$ cat src/rtl/pc_seq_if.sv
// Instruction-memory fetch bus: pc_seq drives req/addr and the memory answers with gnt, rvalid and rdata.
interface pc_seq_if #(
   parameter int WORD_SIZE = 32
);
   logic                 req;
   logic [WORD_SIZE-1:0] addr;
   logic                 gnt;
   logic                 rvalid;
   logic [WORD_SIZE-1:0] rdata;

   modport master (output req, addr, input gnt, rvalid, rdata);
   modport slave  (input req, addr, output gnt, rvalid, rdata);
endinterface

$ cat src/rtl/pc_seq.sv
// Fetch sequencer: owns the PC, runs the imem req/gnt/rvalid handshake and feeds the IF/ID buffer.
module pc_seq #(
   parameter int                   WORD_SIZE = 32,
   parameter logic [WORD_SIZE-1:0] RESET_PC  = '0
) (
   input  logic                 clk,
   input  logic                 rst_n,
   input  logic                 stall_i,
   input  logic                 br_taken_i,
   input  logic [WORD_SIZE-1:0] br_target_i,
   input  logic                 jmp_valid_i,
   input  logic [WORD_SIZE-1:0] jmp_target_i,
   input  logic                 halt_req_i,
   pc_seq_if.master             imem,
   output logic [WORD_SIZE-1:0] pc_o,
   output logic                 if_valid_o,
   output logic [WORD_SIZE-1:0] if_pc_o,
   output logic [WORD_SIZE-1:0] if_instr_o,
   output logic                 halted_o,
   output logic [31:0]          cycles_o
);

   typedef enum logic [2:0] {IDLE, REQ, RESP, DRAIN, HALT} state_e;

   state_e               state_q;
   logic [WORD_SIZE-1:0] pc_q;
   logic [WORD_SIZE-1:0] reqAddr_q;
   logic                 drop_q;
   logic                 ifValid_q;
   logic [WORD_SIZE-1:0] ifPc_q;
   logic [WORD_SIZE-1:0] ifInstr_q;
   logic [31:0]          cycles_q;
   logic [31:0]          cycles_d;

   logic                 redirect;
   logic [WORD_SIZE-1:0] redirTarget;
   logic                 consumed;
   logic                 fetchAccepted;

   // Branch resolves in EX, so it is older than a jump decoded in ID and takes priority.
   assign redirect      = br_taken_i | jmp_valid_i;
   assign redirTarget   = br_taken_i ? br_target_i : jmp_target_i;
   assign consumed      = ifValid_q & ~stall_i;
   assign fetchAccepted = imem.req & imem.gnt;

   // A request only goes out when the buffer has room; a halt that is not overridden suppresses it.
   assign imem.req  = (state_q == REQ) && (!ifValid_q || !stall_i) && (redirect || !halt_req_i);
   assign imem.addr = pc_q;

   assign cycles_d = (state_q != HALT && cycles_q != 32'hFFFF_FFFF) ? cycles_q + 32'd1 : cycles_q;

   assign pc_o       = pc_q;
   assign if_valid_o = ifValid_q;
   assign if_pc_o    = ifPc_q;
   assign if_instr_o = ifInstr_q;
   assign halted_o   = (state_q == HALT);
   assign cycles_o   = cycles_q;

   // Single state machine; later assignments to ifValid_q override the consume-clear at the top.
   always_ff @(posedge clk or negedge rst_n) begin
      if (!rst_n) begin
         state_q   <= IDLE;
         pc_q      <= RESET_PC;
         reqAddr_q <= '0;
         drop_q    <= 1'b0;
         ifValid_q <= 1'b0;
         ifPc_q    <= '0;
         ifInstr_q <= '0;
         cycles_q  <= 32'd0;
      end else begin
         cycles_q <= cycles_d;
         if (consumed) ifValid_q <= 1'b0;
         unique case (state_q)
            IDLE: begin
               if (redirect) begin
                  pc_q      <= redirTarget;
                  ifValid_q <= 1'b0;
                  state_q   <= REQ;
               end else if (halt_req_i) begin
                  ifValid_q <= 1'b0;
                  state_q   <= HALT;
               end else begin
                  state_q <= REQ;
               end
            end
            REQ: begin
               if (redirect) begin
                  pc_q      <= redirTarget;
                  ifValid_q <= 1'b0;
                  if (fetchAccepted) begin
                     reqAddr_q <= pc_q;
                     drop_q    <= 1'b1;
                     state_q   <= RESP;
                  end
               end else if (halt_req_i) begin
                  ifValid_q <= 1'b0;
                  state_q   <= HALT;
               end else if (fetchAccepted) begin
                  reqAddr_q <= pc_q;
                  state_q   <= RESP;
               end
            end
            RESP: begin
               if (redirect) begin
                  pc_q      <= redirTarget;
                  ifValid_q <= 1'b0;
                  if (imem.rvalid) begin
                     drop_q  <= 1'b0;
                     state_q <= REQ;
                  end else begin
                     drop_q <= 1'b1;
                  end
               end else if (halt_req_i) begin
                  ifValid_q <= 1'b0;
                  drop_q    <= 1'b0;
                  state_q   <= imem.rvalid ? HALT : DRAIN;
               end else if (imem.rvalid) begin
                  state_q <= REQ;
                  if (drop_q) begin
                     drop_q <= 1'b0;
                  end else begin
                     ifValid_q <= 1'b1;
                     ifPc_q    <= reqAddr_q;
                     ifInstr_q <= imem.rdata;
                     pc_q      <= pc_q + WORD_SIZE'(1);
                  end
               end
            end
            DRAIN: begin
               if (redirect) begin
                  pc_q      <= redirTarget;
                  ifValid_q <= 1'b0;
               end
               if (imem.rvalid) begin
                  drop_q  <= 1'b0;
                  state_q <= HALT;
               end
            end
            HALT: begin
               state_q <= HALT;
            end
            default: begin
               state_q <= IDLE;
            end
         endcase
      end
   end

endmodule

$ cat src/flat_wrapper.sv
// flat-port wrapper written by rule: the top's interface ports become plain ports
module pc_seq_flat 
#(
   parameter int                   WORD_SIZE = 32,
   parameter logic [WORD_SIZE-1:0] RESET_PC  = '0
)
  (clk, rst_n, stall_i, br_taken_i, br_target_i, jmp_valid_i, jmp_target_i, halt_req_i, pc_o, if_valid_o, if_pc_o, if_instr_o, halted_o, cycles_o, imem_req, imem_addr, imem_gnt, imem_rvalid, imem_rdata);
  pc_seq_if #(.WORD_SIZE(WORD_SIZE)) imem_i ();
  input  logic clk;
  input  logic rst_n;
  input  logic stall_i;
  input  logic br_taken_i;
  input  logic [WORD_SIZE-1:0] br_target_i;
  input  logic jmp_valid_i;
  input  logic [WORD_SIZE-1:0] jmp_target_i;
  input  logic halt_req_i;
  output logic [WORD_SIZE-1:0] pc_o;
  output logic if_valid_o;
  output logic [WORD_SIZE-1:0] if_pc_o;
  output logic [WORD_SIZE-1:0] if_instr_o;
  output logic halted_o;
  output logic [31:0] cycles_o;
  output wire logic [$bits(imem_i.req)-1:0] imem_req;
  output wire logic [$bits(imem_i.addr)-1:0] imem_addr;
  input wire logic [$bits(imem_i.gnt)-1:0] imem_gnt;
  input wire logic [$bits(imem_i.rvalid)-1:0] imem_rvalid;
  input wire logic [$bits(imem_i.rdata)-1:0] imem_rdata;
  assign imem_req = imem_i.req;
  assign imem_addr = imem_i.addr;
  assign imem_i.gnt = imem_gnt;
  assign imem_i.rvalid = imem_rvalid;
  assign imem_i.rdata = imem_rdata;
  pc_seq #(.WORD_SIZE(WORD_SIZE), .RESET_PC(RESET_PC)) u_core (.clk(clk), .rst_n(rst_n), .stall_i(stall_i), .br_taken_i(br_taken_i), .br_target_i(br_target_i), .jmp_valid_i(jmp_valid_i), .jmp_target_i(jmp_target_i), .halt_req_i(halt_req_i), .imem(imem_i), .pc_o(pc_o), .if_valid_o(if_valid_o), .if_pc_o(if_pc_o), .if_instr_o(if_instr_o), .halted_o(halted_o), .cycles_o(cycles_o));
endmodule
$ cat config.mk
export PLATFORM = sky130hd
export DESIGN_NAME = pc_seq_flat
export DESIGN_NICKNAME = d
export VERILOG_FILES = /design/src/rtl/pc_seq_if.sv /design/src/rtl/pc_seq.sv /design/src/flat_wrapper.sv
export SDC_FILE = /design/constraint.sdc
export NUM_CORES = 1
export LEC_CHECK = 0
export BUFFER_PORTS_ARGS = -buffer_cell sky130_fd_sc_hd__buf_2
export CAP_MARGIN = 20
export CORE_MARGIN = 5
export CORE_UTILIZATION = 36
export DETAILED_ROUTE_END_ITERATION = 10
export PLACE_DENSITY_LB_ADDON = 0.1
export SLEW_MARGIN = 10
export SYNTH_ARGS = -nofsm -noshare
export SYNTH_HDL_FRONTEND = slang
export SYNTH_SLANG_ARGS = --single-unit
$ cat constraint.sdc
create_clock -name clk -period 3.2 [get_ports clk]
set_clock_uncertainty 0.05 [all_clocks]
set_input_delay 0.32 -clock clk [delete_from_list [all_inputs] [get_ports clk]]
set_output_delay 0.32 -clock clk [all_outputs]
set_load 0.01 [all_outputs]
==> metrics.txt <==
vias per cell 5.12; largest net degree at the start of global routing 60; # IOs 267; gpl congestion 0.782; CTS tree yes; global route overflow 0; post-synthesis cell area 7980 um^2; cells along the critical path nand4_1 -> or4_1 -> nor4b_4 -> buf_4 -> nor4_1 -> xor2_1; Iteration-0 DRC Markers 255; CP max stage cell or4_1; Post-CTS Setup Inserts 0; Setup crit start kind register; htree depth 4; final setup vio count 0; Buf+Inv Stages, Crit Path 1; actual slew at the worst max-slew pin 1.06 ns; CP required 3.44 ns; Final Hold Viols 0; r2r setup slk 0.47 ns; syn nets 809; number of antenna violations at the first check in global routing 1; # fillers 2113; ant diodes 0; critical path arrival 2.97 ns; routed vias 6280; Mapped Avg Cell Area 11.3 um^2; sequential area share after synthesis 51.8%; Static Leak 5.03 nW; Critical Path Max Stage Delay 0.73 ns; # clock sinks 165; Post-CTS Hold Buffers 1; RSZ-0062 raised after global routing false; MaxCap Viol Count 0; unique cell type count in the Yosys netlist 56; power per cell area 823 nW/um^2; critical path peak fanout 12; area grow syn2layout 25.5%; Die W 159 um; ys flop type dfrtp_1; Placed Instances 1193; DIE AREA 25200 um^2; Yosys warnings 0; Initial Utilization 36.5%; Cells after Synth 703; num rows 54; DP Wirelength 15.8 mm; CTS buffer count 17; Final min period 2.73 ns; status finished clean; final WL 22.1 mm; Core ar. 21800 um^2; post-route clock period utilization 85.4%; delay-heaviest family, CP simple AND/OR/NAND/NOR gates; Clock Latency Late Sink 0.43 ns; IO buf count 266; crit end category register; drt pass-1 iters 4; commonest non-fill, non-tap cell in the layout buf_2; worst hold path class primary input to register; async set-reset flop share out of synthesis 100%; Die Ht 159 um; Rel. slew slack 29.4%; post-CTS resize count 0; Routed Antenna Nets 0; Max rail drop VDD 0.000377 V; Fmax 0.366 GHz; vias in the first global route 6237; Overall Power 8.24 mW; crit path kind register to register; layout cell share with drive strength beyond 1 46.6%; drt drc 0; hold_ws 0.0702 ns; CTS Buffer Depth 2; Post-synth EDFFs 0; area of the multi-input gates 3430 um^2; pins over their slew limit 0; sequential cell area 4130 um^2; most frequent cells in the layout 265 x buf_2, 165 x dfrtp_1, 115 x mux2_2, 47 x a21oi_1, 46 x nand2_1; Worst-path clk slew 0.07 ns; Final nets 1039; root buffer cell clkbuf_16; fin cells 1226; Global Route Usage Sum 17.3%; global-route wire length before repair 35.5 mm; #FFs+latches synth 165; setup TNS 0 ns; post-DR wirelength/cell 18.0 um
## metrics by stage
stage	utilization [%]	area [um^2]	worst slack, ns
final	45.9	10000	0.466
after global placement	43.2	9440	0.498
after detailed placement	43.2	9440	0.469
after CTS	45.9	10000	0.460
after global routing	45.9	10000	0.282
after floorplan	-	7980	0.860
## path summary, 6_finish.rpt
check / start / to / cells after the start
worst max register to register: u_core.cycles_o[17] / u_core.cycles_o[27] / 6
worst max-delay path: u_core.cycles_o[17] / u_core.cycles_o[27] / 6
worst min-delay path: imem_rdata[26] / u_core.if_instr_o[26] / 2
worst min register to register: u_core.reqAddr_q[26] / u_core.reqAddr_q[26] / 2
min in group asynchronous: rst_n / u_core.cycles_o[12] / 2
max in group asynchronous: rst_n / u_core.if_instr_o[4] / 3
## cell families (layout without fill, tap and decap cells)
logic type	Yosys count	after routing	share of synthesized area (%)
buffers and inverters	80	323	5.46
multiplexers	126	126	17.6
adder cells (fa/ha/maj)	2	2	0.314
flip-flops	165	165	51.8
AO/OA/AOI/OAI	126	126	9.87
XOR/XNOR	29	29	3.18
AND/OR/NAND/NOR	175	175	11.8
## Yosys cell counts (3+ instances only)
| master | number | area [um^2] |
|---|---|---|
| nor3_1 | 12 | 60.1 |
| a21oi_1 | 47 | 235 |
| and4_1 | 4 | 35.0 |
| nor4b_1 | 3 | 26.3 |
| clkbuf_1 | 31 | 116 |
| inv_1 | 7 | 26.3 |
| a31oi_1 | 3 | 18.8 |
| mux2_2 | 115 | 1290 |
| buf_4 | 32 | 240 |
| and3_1 | 6 | 37.5 |
| nand2b_1 | 3 | 18.8 |
| or4_1 | 3 | 22.5 |
| o21ai_0 | 19 | 95.1 |
| mux2i_1 | 10 | 100 |
| nand4_1 | 18 | 113 |
| a2bb2oi_1 | 13 | 114 |
| nor4_1 | 13 | 81.3 |
| xor2_1 | 25 | 219 |
| or2_2 | 3 | 18.8 |
| buf_2 | 6 | 30.0 |
| dfrtp_1 | 165 | 4130 |
| nand2_1 | 47 | 176 |
| xnor2_1 | 4 | 35.0 |
| nor2_1 | 21 | 78.8 |
| o31ai_1 | 9 | 67.6 |
| o22a_1 | 3 | 26.3 |
| o22ai_1 | 15 | 93.8 |
| nand3_1 | 27 | 135 |
## sequential cells by signal (all words and copies together), names as in the netlist
register	count
u_core.if_instr_o	32
u_core.imem.addr	32
u_core.cycles_o	32
u_core.state_q	3
u_core.if_pc_o	32
u_core.drop_q	1
u_core.reqAddr_q	32
u_core.if_valid_o	1
## layer usage
metal / routed length, um / vias up / global-route usage [%]
met1: 10300 / 3028 / 24.1
met3: 1420 / 22 / 4.59
met2: 10100 / 217 / 26.7
li1: - / 3011 / -
met5: 7 / - / 0
met4: 293 / 2 / 4.85
## power by group
| part | switching [mW] | internal [mW] | total, mW |
|---|---|---|---|
| clock network | 0.916 | 1.04 | 1.96 |
| logic | 1.47 | 1.33 | 2.80 |
| registers | 0.712 | 2.77 | 3.48 |
## layout make-up
cell class | count | share of cell area, %
Clock buffer | 19 | 4.43
Clock inverter | 13 | 1.19
Inverter | 8 | 0.300
Multi-Input combinational cell | 458 | 34.3
Sequential cell | 165 | 41.3
Tap cell | 280 | 3.50
Timing Repair Buffer | 283 | 15.0
(Power assumes the default switching activity.)
